### config.mk
export PLATFORM = sky130hd
export DESIGN_NAME = sram_responder
export DESIGN_NICKNAME = d
export VERILOG_FILES = /design/src/rtl/sram_responder.sv
export SDC_FILE = /design/constraint.sdc
export NUM_CORES = 1
export LEC_CHECK = 0
export CAP_MARGIN = 20
export CELL_PAD_IN_SITES_DETAIL_PLACEMENT = 2
export CELL_PAD_IN_SITES_GLOBAL_PLACEMENT = 2
export CORE_MARGIN = 10
export CORE_UTILIZATION = 22
export CTS_CLUSTER_SIZE = 14
export DETAILED_ROUTE_END_ITERATION = 6
export GPL_TIMING_DRIVEN = 0
export PLACE_DENSITY = 0.8
export SYNTH_ARGS = -nofsm -noshare
export SYNTH_HDL_FRONTEND = slang
export SYNTH_SLANG_ARGS = --single-unit
### constraint.sdc
create_clock -name Clk -period 1.6 [get_ports Clk]
set_input_delay 0.32 -clock Clk [delete_from_list [all_inputs] [get_ports Clk]]
set_output_delay 0.32 -clock Clk [all_outputs]
set_load 0.01 [all_outputs]
### src/rtl/sram_responder.sv
// Wait-state responder between the SLC-3 memory handshake and an async SRAM.
// Define SRAM_RESPONDER_IO_MAP_EN to decode address 0xFFFF as the switch/hex I/O word.
module sram_responder #(
    parameter int ADDR_W  = 16,
    parameter int DATA_W  = 16,
    parameter int RD_WAIT = 2,
    parameter int WR_WAIT = 2
) (
    input  logic              Clk,
    input  logic              Reset,
    input  logic              Mem_OE,
    input  logic              Mem_WE,
    input  logic [ADDR_W-1:0] ADDR,
    input  logic [DATA_W-1:0] Data_from_CPU,
    output logic [DATA_W-1:0] Data_to_CPU,
    output logic              Mem_Ready,
    output logic [19:0]       SRAM_ADDR,
    input  logic [DATA_W-1:0] SRAM_DQ_in,
    output logic [DATA_W-1:0] SRAM_DQ_out,
    output logic              SRAM_DQ_oe,
    output logic              SRAM_CE_N,
    output logic              SRAM_OE_N,
    output logic              SRAM_WE_N,
    output logic              SRAM_UB_N,
    output logic              SRAM_LB_N,
    input  logic [15:0]       Switches,
    output logic [15:0]       Hex_reg
);
    typedef enum logic [2:0] {
        IDLE, RD_ACC, WR_SETUP, WR_PULSE, WR_HOLD, DONE, WAIT_REL
    } state_t;

    localparam int MAX_WAIT = (RD_WAIT > WR_WAIT) ? RD_WAIT : WR_WAIT;
    localparam int CW       = $clog2(MAX_WAIT + 1);

    state_t            state;
    logic [CW-1:0]     cnt;
    logic              ce_n;
    logic              is_io;
    logic [DATA_W-1:0] io_rd;

`ifdef SRAM_RESPONDER_IO_MAP_EN
    logic [15:0] hex_q;

    assign is_io   = (ADDR == ADDR_W'(16'hFFFF));
    assign io_rd   = DATA_W'(Switches);
    assign Hex_reg = hex_q;

    always_ff @(posedge Clk or negedge Reset) begin
        if (!Reset)
            hex_q <= '0;
        else if (state == IDLE && Mem_WE && is_io)
            hex_q <= 16'(Data_from_CPU);
    end
`else
    logic unused_switches;

    assign is_io           = 1'b0;
    assign io_rd           = '0;
    assign Hex_reg         = 16'h0;
    assign unused_switches = ^Switches;
`endif

    // Chip and byte enables always move together; both bytes are accessed every time.
    assign SRAM_CE_N = ce_n;
    assign SRAM_UB_N = ce_n;
    assign SRAM_LB_N = ce_n;

    always_ff @(posedge Clk or negedge Reset) begin
        if (!Reset) begin
            state       <= IDLE;
            cnt         <= '0;
            ce_n        <= 1'b1;
            SRAM_OE_N   <= 1'b1;
            SRAM_WE_N   <= 1'b1;
            SRAM_DQ_oe  <= 1'b0;
            Mem_Ready   <= 1'b0;
            Data_to_CPU <= '0;
            SRAM_ADDR   <= '0;
            SRAM_DQ_out <= '0;
        end else begin
            Mem_Ready <= 1'b0;
            case (state)
                IDLE: begin
                    cnt <= '0;
                    if (Mem_OE || Mem_WE) begin
                        SRAM_ADDR   <= 20'(ADDR);
                        SRAM_DQ_out <= Data_from_CPU;
                        if (is_io) begin
                            // I/O word completes immediately without touching the SRAM pins.
                            state     <= DONE;
                            Mem_Ready <= 1'b1;
                            if (!Mem_WE)
                                Data_to_CPU <= io_rd;
                        end else if (Mem_WE) begin
                            state      <= WR_SETUP;
                            ce_n       <= 1'b0;
                            SRAM_DQ_oe <= 1'b1;
                        end else begin
                            state     <= RD_ACC;
                            ce_n      <= 1'b0;
                            SRAM_OE_N <= 1'b0;
                        end
                    end
                end
                RD_ACC: begin
                    if (cnt == CW'(RD_WAIT - 1)) begin
                        Data_to_CPU <= SRAM_DQ_in;
                        ce_n        <= 1'b1;
                        SRAM_OE_N   <= 1'b1;
                        Mem_Ready   <= 1'b1;
                        state       <= DONE;
                    end else begin
                        cnt <= cnt + 1'b1;
                    end
                end
                WR_SETUP: begin
                    SRAM_WE_N <= 1'b0;
                    state     <= WR_PULSE;
                end
                WR_PULSE: begin
                    if (cnt == CW'(WR_WAIT - 1)) begin
                        SRAM_WE_N <= 1'b1;
                        state     <= WR_HOLD;
                    end else begin
                        cnt <= cnt + 1'b1;
                    end
                end
                WR_HOLD: begin
                    ce_n       <= 1'b1;
                    SRAM_DQ_oe <= 1'b0;
                    Mem_Ready  <= 1'b1;
                    state      <= DONE;
                end
                DONE: state <= WAIT_REL;
                WAIT_REL: begin
                    // Held requests must drop before another access can start.
                    if (!Mem_OE && !Mem_WE)
                        state <= IDLE;
                end
                default: state <= IDLE;
            endcase
        end
    end
endmodule

==> results of run 1 <==
-- cell usage in the layout (no fill, tap or decap), types with 2 or more instances in the layout --
cell,netlist,layout
sky130_fd_sc_hd__a21o_1,2,2
sky130_fd_sc_hd__a21oi_1,6,6
sky130_fd_sc_hd__a22o_1,3,3
sky130_fd_sc_hd__buf_12,4,5
sky130_fd_sc_hd__buf_4,23,33
sky130_fd_sc_hd__bufinv_16,0,2
sky130_fd_sc_hd__clkbuf_1,2,2
sky130_fd_sc_hd__clkbuf_16,0,9
sky130_fd_sc_hd__clkdlybuf4s50_1,0,69
sky130_fd_sc_hd__clkinv_2,0,3
sky130_fd_sc_hd__conb_1,1,20
sky130_fd_sc_hd__dfrtp_1,55,53
sky130_fd_sc_hd__dfrtp_2,0,2
sky130_fd_sc_hd__dfstp_2,3,3
sky130_fd_sc_hd__dlygate4sd2_1,0,10
sky130_fd_sc_hd__dlymetal6s2s_1,0,24
sky130_fd_sc_hd__inv_2,1,2
sky130_fd_sc_hd__mux2_2,9,9
sky130_fd_sc_hd__mux2_4,39,39
sky130_fd_sc_hd__nand2_1,2,2
sky130_fd_sc_hd__nand2b_1,2,2
sky130_fd_sc_hd__nor2_1,4,3
sky130_fd_sc_hd__nor2b_4,2,2
sky130_fd_sc_hd__o21ai_0,4,4
sky130_fd_sc_hd__o22a_1,2,2
-- routing by layer --
layer  wire, µm  vias up  track usage  share of wire
li1           -      858            -              -
met1       3510      961        0.109           0.41
met2       4110       94        0.168           0.48
met3        818        7       0.0576          0.096
met4         83        0       0.0314         0.0097
met5          0        -            0              0
-- registers in the layout, summed over array words and instances (netlist names) --
register,cells
Data_to_CPU,16
SRAM_CE_N,1
Mem_Ready,1
SRAM_ADDR,16
cnt,2
SRAM_OE_N,1
SRAM_WE_N,1
SRAM_DQ_out,16
state,3
SRAM_DQ_oe,1
-- power groups by stage --
| stage | logic (µW) | registers, µW | clock network, µW |
|---|---|---|---|
| floorplan | 1960 | 3000 | 0 |
| detailed placement | 4300 | 2740 | 0 |
| global route | 4620 | 2790 | 2190 |
| finish | 4270 | 2680 | 2040 |
| CTS | 4440 | 2700 | 2120 |
| global placement | 4200 | 2670 | 0 |
-- cell type report --
cell class | count | area (µm²)
Timing Repair Buffer | 116 | 1210
Tap cell | 147 | 184
Sequential cell | 58 | 1460
Multi-Input combinational cell | 105 | 1030
Clock inverter | 6 | 82.6
Clock buffer | 9 | 225
Fill cell | 1271 | 7540
Buffer | 30 | 275
Inverter | 2 | 7.51
-- synthesized netlist by cell type (2+ instances only) --
cell / number / share of area
sky130_fd_sc_hd__a21o_1: 2 / 0.0056
sky130_fd_sc_hd__a21oi_1: 6 / 0.011
sky130_fd_sc_hd__a22o_1: 3 / 0.0097
sky130_fd_sc_hd__buf_12: 4 / 0.030
sky130_fd_sc_hd__buf_4: 23 / 0.064
sky130_fd_sc_hd__buf_6: 3 / 0.013
sky130_fd_sc_hd__clkbuf_1: 2 / 0.0028
sky130_fd_sc_hd__dfrtp_1: 55 / 0.51
sky130_fd_sc_hd__dfstp_2: 3 / 0.029
sky130_fd_sc_hd__mux2_2: 9 / 0.038
sky130_fd_sc_hd__mux2_4: 39 / 0.22
sky130_fd_sc_hd__nand2_1: 2 / 0.0028
sky130_fd_sc_hd__nand2b_1: 2 / 0.0046
sky130_fd_sc_hd__nor2_1: 4 / 0.0056
sky130_fd_sc_hd__nor2b_4: 2 / 0.010
sky130_fd_sc_hd__o21ai_0: 4 / 0.0074
sky130_fd_sc_hd__o22a_1: 2 / 0.0065
-- cell families after synthesis --
group	Yosys count	synth area share
flip-flops	58	0.539
multiplexers	48	0.255
buffers and inverters	34	0.112
AO/OA/AOI/OAI	20	0.0482
AND/OR/NAND/NOR	16	0.0403
adder cells (fa/ha/maj)	1	0.00464
other	1	0.00139
-- worst reg2reg max path: stages, from the launching register on --
cell	delay, ps
sky130_fd_sc_hd__dfrtp_1	390
sky130_fd_sc_hd__inv_2	70
sky130_fd_sc_hd__ha_4	120
sky130_fd_sc_hd__nor2b_4	130
sky130_fd_sc_hd__and3_4	200
sky130_fd_sc_hd__buf_12	130
sky130_fd_sc_hd__buf_12	130
sky130_fd_sc_hd__mux2_4	300
-- worst max path at each step --
stage / depth (start not counted) / to
detailed placement: 6 / SRAM_DQ_out[12]$_DFFE_PN0P_
CTS: 8 / Data_to_CPU[10]$_DFFE_PN0P_
global route: 7 / Data_to_CPU[9]$_DFFE_PN0P_
global placement: 1 / Data_to_CPU[4]$_DFFE_PN0P_
floorplan: 8 / Data_to_CPU[10]$_DFFE_PN0P_
finish: 7 / Data_to_CPU[8]$_DFFE_PN0P_
-- per-stage QoR --
stage | setup WS, ps | hold slack, ps
final | 7.23 | 70.3
after global routing | -59.4 | 121
after CTS | -107 | 98.2
after detailed placement | -418 | 466
after global placement | -1850 | 490
after floorplan | -75.8 | 24.4
-- timing repair --
item                       in CTS  in global routing
gates resized for setup        18                 27
setup endpoints to repair      58                 70
gates cloned                    1                  0
setup buffers                   8                  1
pin swaps                       2                  1
==> results_tabular.tex, run 1 <==
\begin{tabular}{lr}
\hline
Metric & Value \\
\hline
\multicolumn{2}{l}{\textbf{Clocking}} \\
Clock root buffer & sky130\_fd\_sc\_hd\_\_clkbuf\_16 \\
Number of buffers added by the clock tree synthesis step & 9 \\
Clock latency on the worst-skew pair & 340 ps \\
Max Root-Sink Buffers & 2 \\
Clock Sink Count & 58 \\
Clock transition time at the flip-flop clock pins of the worst setup and hold paths & 60 ps \\
H-tree depth reported by CTS & 3 \\
Hold-fix buffer count after cts & 0 \\
CTS tree & yes \\
\multicolumn{2}{l}{\textbf{Worst setup path}} \\
Setup crit start & cnt[1]\$\_DFFE\_PN0P\_ \\
Cell seen most often among critical-path stages & sky130\_fd\_sc\_hd\_\_buf\_12 \\
Data required, critical path & 1820 ps \\
Capture instance of the worst register-to-register path & Data\_to\_CPU[8]\$\_DFFE\_PN0P\_ \\
FF-to-FF Start & cnt[1]\$\_DFFE\_PN0P\_ \\
R2R setup slack & 7 ps \\
Cell type of the slowest stage on the worst timing path & sky130\_fd\_sc\_hd\_\_dfrtp\_1 \\
Critical path class & reg -> reg \\
Data arrival at the endpoint of the critical path & 1810 ps \\
Depth of the worst register-to-register path & 7 \\
Cell class contributing the biggest share of worst-path delay & flip-flops \\
Worst path buffer plus inverter count & 3 \\
List of cells traversed by the critical path & inv\_2 > ha\_4 > nor2b\_4 > and3\_4 > buf\_12 > buf\_12 > mux2\_4 \\
Critical path endpoint category & flip-flop \\
Stage delay of the slowest cell on the critical path & 390 ps \\
Worst Setup Start Kind & flip-flop \\
CP max FO & 8 \\
\multicolumn{2}{l}{\textbf{Global routing}} \\
GR Util All Layers & 0.102 \\
Residual overflow from global routing & 0 \\
First-pass GRT wire length & 12.9 mm \\
Maximum number of pins on one net before global-route repair & 59 \\
Number of antenna violations at the first check in global routing & 0 \\
Via count of the first global-routing pass & 2278 \\
\multicolumn{2}{l}{\textbf{Logic synthesis}} \\
Post-synth EDFFs & 0 \\
Area of the mapped netlist & 2700 µm² \\
Post-synthesis area per instance & 15.2 µm² \\
Most frequently used flop master after synthesis & sky130\_fd\_sc\_hd\_\_dfrtp\_1 \\
Synth warn & 0 \\
Seq/Total Area, Yosys & 0.539 \\
Cells after synthesis & 178 \\
Library cells used by synthesis & 30 \\
Count of state elements after synthesis & 58 \\
Async set-or-reset flop fraction in the synthesized netlist & 1.00 \\
\multicolumn{2}{l}{\textbf{Power and ir drop}} \\
Share of total power consumed by net switching & 0.302 \\
Sw Pwr & 2710 µW \\
Cell leakage power & 0.00222 µW \\
Part of the power in registers & 0.299 \\
Clk pwr share & 0.227 \\
Total power after layout & 8990 µW \\
VDD IR max & 0.673 mV \\
Pwr dens & 2010 nW/µm² \\
Relative contribution of combinational cells to total power & 0.475 \\
Internal power summed over all cells & 6270 µW \\
\multicolumn{2}{l}{\textbf{Floorplanning}} \\
Die Y & 131 µm \\
Core area & 12000 µm² \\
Total Die Area & 17100 µm² \\
Count of pins on the block boundary & 143 \\
Initial core utilization & 0.225 \\
Horizontal extent of the die & 131 µm \\
Floorplan row count & 40 \\
\multicolumn{2}{l}{\textbf{Job}} \\
\# Max-Cap Violations & 0 \\
\multicolumn{2}{l}{\textbf{STA}} \\
Final Max Tran Viols & 0 \\
Unrepaired setup endpoints after global routing & true \\
Relative max-transition margin & 0.480 \\
Peak clock frequency supported by timing & 628 MHz \\
Hold Fails Final Rpt & 0 \\
Setup TNS & 0 ps \\
Final setup violation count & 0 \\
Final cycle utilization of the critical path & 0.995 \\
Post-route clock skew & 8.79 ps \\
Transition time at the pin with the least slew margin & 780 ps \\
Min Tclk post-route & 1590 ps \\
\multicolumn{2}{l}{\textbf{Placement}} \\
Number of instances in the placed design & 450 \\
Placed Area & 4020 µm² \\
Detail Placement HPWL & 6.27 mm \\
GP Congestion & 0.720 \\
Count of buffers inserted at the top-level ports & 106 \\
\multicolumn{2}{l}{\textbf{Drt}} \\
Wire per inst & 18.0 µm \\
DRC Markers & 0 \\
Pre-Repair DR Iteration Count & 3 \\
Total vias in the final route & 1920 \\
Total length of routed wires & 8.53 mm \\
Iter 0 DRT Violations & 38 \\
Vias per cell & 4.06 \\
Antenna Nets Post-Route & 0 \\
\multicolumn{2}{l}{\textbf{Cells and area}} \\
Layout-stage area growth over the synthesis result & 65.7\% \\
Post-Layout Cell Count & 473 \\
Design area & 4470 µm² \\
Fin nets & 391 \\
Layout Utilization & 0.372 \\
Layout cells sized above 1 & 0.356 \\
Antenna Diode Count & 0 \\
\multicolumn{2}{l}{\textbf{Min path}} \\
Tightest Hold Check Type & in -> async \\
\multicolumn{2}{l}{\textbf{Status}} \\
Status & complete, no violations \\
\hline
\end{tabular}
Note: power is estimated with default switching activity, not from simulation.
==> run 2, diff against run 1 <==
Settings changed: SETUP_SLACK_MARGIN from default to 0.2.
==> results_tabular.tex, run 2 (synthesized netlist as in run 1, its figures left out) <==
\begin{tabular}{lr}
\hline
Metric & Value \\
\hline
\multicolumn{2}{l}{\textbf{Cells and area}} \\
Antenna Diode Count & 0 \\
Layout cells sized above 1 & 0.423 \\
Leading cell types in the layout, fill and taps excluded & 53 x sky130\_fd\_sc\_hd\_\_dfrtp\_1, 51 x sky130\_fd\_sc\_hd\_\_dlygate4sd2\_1, 49 x sky130\_fd\_sc\_hd\_\_clkdlybuf4s50\_1 \\
Largest regs & Data\_to\_CPU: 16 flops, SRAM\_ADDR: 16 flops, SRAM\_DQ\_out: 16 flops \\
Layout-stage area growth over the synthesis result & 76.0\% \\
Fin nets & 409 \\
Most common cell after layout, fill and taps aside & sky130\_fd\_sc\_hd\_\_dfrtp\_1 \\
Fillcell total & 1233 \\
Layout Utilization & 0.396 \\
Design area & 4750 µm² \\
\multicolumn{2}{l}{\textbf{STA}} \\
Relative max-transition margin & 0.566 \\
Final cycle utilization of the critical path & 1.06 \\
Post-route clock skew & 5.98 ps \\
Final setup violation count & 42 \\
Peak clock frequency supported by timing & 588 MHz \\
Unrepaired setup endpoints after global routing & true \\
Setup ws final & -102 ps \\
Final Max Tran Viols & 0 \\
Hold Fails Final Rpt & 0 \\
Transition time at the pin with the least slew margin & 651 ps \\
Min Tclk post-route & 1700 ps \\
\multicolumn{2}{l}{\textbf{Drt}} \\
Vias per cell & 4.00 \\
DRC Markers & 0 \\
Pre-Repair DR Iteration Count & 3 \\
Total length of routed wires & 8.85 mm \\
Total vias in the final route & 1969 \\
Iter 0 DRT Violations & 83 \\
Wire per inst & 18.0 µm \\
Antenna Nets Post-Route & 0 \\
\multicolumn{2}{l}{\textbf{Power and ir drop}} \\
Sw Pwr & 2950 µW \\
Cell leakage power & 0.00224 µW \\
VDD IR max & 0.770 mV \\
Share of total power consumed by net switching & 0.310 \\
Part of the power in registers & 0.283 \\
Relative contribution of combinational cells to total power & 0.498 \\
Clk pwr share & 0.219 \\
Pwr dens & 2000 nW/µm² \\
Internal power summed over all cells & 6570 µW \\
\multicolumn{2}{l}{\textbf{Worst setup path}} \\
Worst path buffer plus inverter count & 4 \\
Critical path class & reg -> reg \\
Cell type of the slowest stage on the worst timing path & sky130\_fd\_sc\_hd\_\_dfrtp\_1 \\
Data required, critical path & 1810 ps \\
CP max FO & 7 \\
Worst Setup Start Kind & flip-flop \\
Cell class contributing the biggest share of worst-path delay & buffers and inverters \\
Cell seen most often among critical-path stages & sky130\_fd\_sc\_hd\_\_buf\_12 \\
List of cells traversed by the critical path & inv\_1 > ha\_2 > buf\_6 > nor2b\_4 > and3\_4 > buf\_12 > buf\_12 > mux2\_4 \\
Stage delay of the slowest cell on the critical path & 390 ps \\
Data arrival at the endpoint of the critical path & 1910 ps \\
Critical path endpoint category & flip-flop \\
\multicolumn{2}{l}{\textbf{Clocking}} \\
Clock root buffer & sky130\_fd\_sc\_hd\_\_clkbuf\_16 \\
Clock latency on the worst-skew pair & 330 ps \\
Number of buffers added by the clock tree synthesis step & 9 \\
Clock Sink Count & 58 \\
H-tree depth reported by CTS & 3 \\
Max Root-Sink Buffers & 2 \\
CTS tree & yes \\
Hold-fix buffer count after cts & 0 \\
Clock transition time at the flip-flop clock pins of the worst setup and hold paths & 50 ps \\
\multicolumn{2}{l}{\textbf{Global routing}} \\
Residual overflow from global routing & 0 \\
Maximum number of pins on one net before global-route repair & 34 \\
Via count of the first global-routing pass & 2318 \\
GR Util All Layers & 0.103 \\
Number of antenna violations at the first check in global routing & 0 \\
First-pass GRT wire length & 13.2 mm \\
\multicolumn{2}{l}{\textbf{Floorplanning}} \\
Horizontal extent of the die & 131 µm \\
Initial core utilization & 0.225 \\
Total Die Area & 17100 µm² \\
Count of pins on the block boundary & 143 \\
Floorplan row count & 40 \\
Core area & 12000 µm² \\
Die Y & 131 µm \\
\multicolumn{2}{l}{\textbf{Status}} \\
Status & finished, violations left \\
Failing checks & setup timing \\
\multicolumn{2}{l}{\textbf{Min path}} \\
Tightest Hold Check Type & in -> async \\
\multicolumn{2}{l}{\textbf{Placement}} \\
GP Congestion & 0.741 \\
Placed Area & 4030 µm² \\
Count of buffers inserted at the top-level ports & 106 \\
Detail Placement HPWL & 6.31 mm \\
\multicolumn{2}{l}{\textbf{Job}} \\
\# Max-Cap Violations & 0 \\
\hline
\end{tabular}
[run 2: path summary, 6_finish.rpt]
path	slack, ps	to	start	cells past startpoint
max	-100	Data_to_CPU[4]$_DFFE_PN0P_	cnt[1]$_DFFE_PN0P_	8
min	20	SRAM_ADDR[14]$_DFFE_PN0P_	Reset	1
max reg2reg	-100	Data_to_CPU[4]$_DFFE_PN0P_	cnt[1]$_DFFE_PN0P_	8
min reg2reg	500	Data_to_CPU[5]$_DFFE_PN0P_	Data_to_CPU[5]$_DFFE_PN0P_	1
max in group asynchronous	970	Data_to_CPU[5]$_DFFE_PN0P_	Reset	2
min in group Clk	500	Data_to_CPU[5]$_DFFE_PN0P_	Data_to_CPU[5]$_DFFE_PN0P_	1
[run 2: power by group through the flow]
stage	clock network, µW	logic [µW]	registers, µW
after detailed placement	0	4300	2730
after floorplan	0	1960	3000
after global routing	2240	5100	2790
final	2080	4750	2690
after CTS	2170	4490	2710
after global placement	0	4200	2670
[run 2: repair_timing]
item,CTS,global route
buffers inserted,13,8
cloned,4,0
pin swaps,3,7
endpoints found under the hold margin,0,0
endpoints found under the setup margin,104,59
gates resized for setup,105,20
[run 2: stage by stage]
step | total power (µW) | hold WS (ps) | TNS [ps] | cells | worst slack, ps
global placement | 6870 | 490 | -114340 | 450 | -1770
finish | 9520 | 18.7 | -2410 | 492 | -102
floorplan | 4960 | 24.4 | -682 | 197 | -75.8
detailed placement | 7030 | 401 | -15420 | 451 | -395
global route | 10100 | 49.2 | -4850 | 492 | -185
CTS | 9360 | 42.1 | -2850 | 484 | -125
[run 2: final cells by class]
| type | count | area (µm²) | area share |
|---|---|---|---|
| multi-input combinational | 105 | 1120 | 0.235 |
| clock buffer | 11 | 243 | 0.0511 |
| inverter | 2 | 7.51 | 0.00158 |
| buffer | 32 | 320 | 0.0674 |
| clock inverter | 5 | 77.6 | 0.0163 |
| sequential | 58 | 1460 | 0.307 |
| timing repair buffer | 132 | 1350 | 0.283 |
| tap | 147 | 184 | 0.0387 |
[run 2: metal layers]
metal / routed length, µm / track usage
met5: 0 / 0
met4: 51 / 0.0373
met3: 885 / 0.0516
met2: 4390 / 0.170
met1: 3520 / 0.111
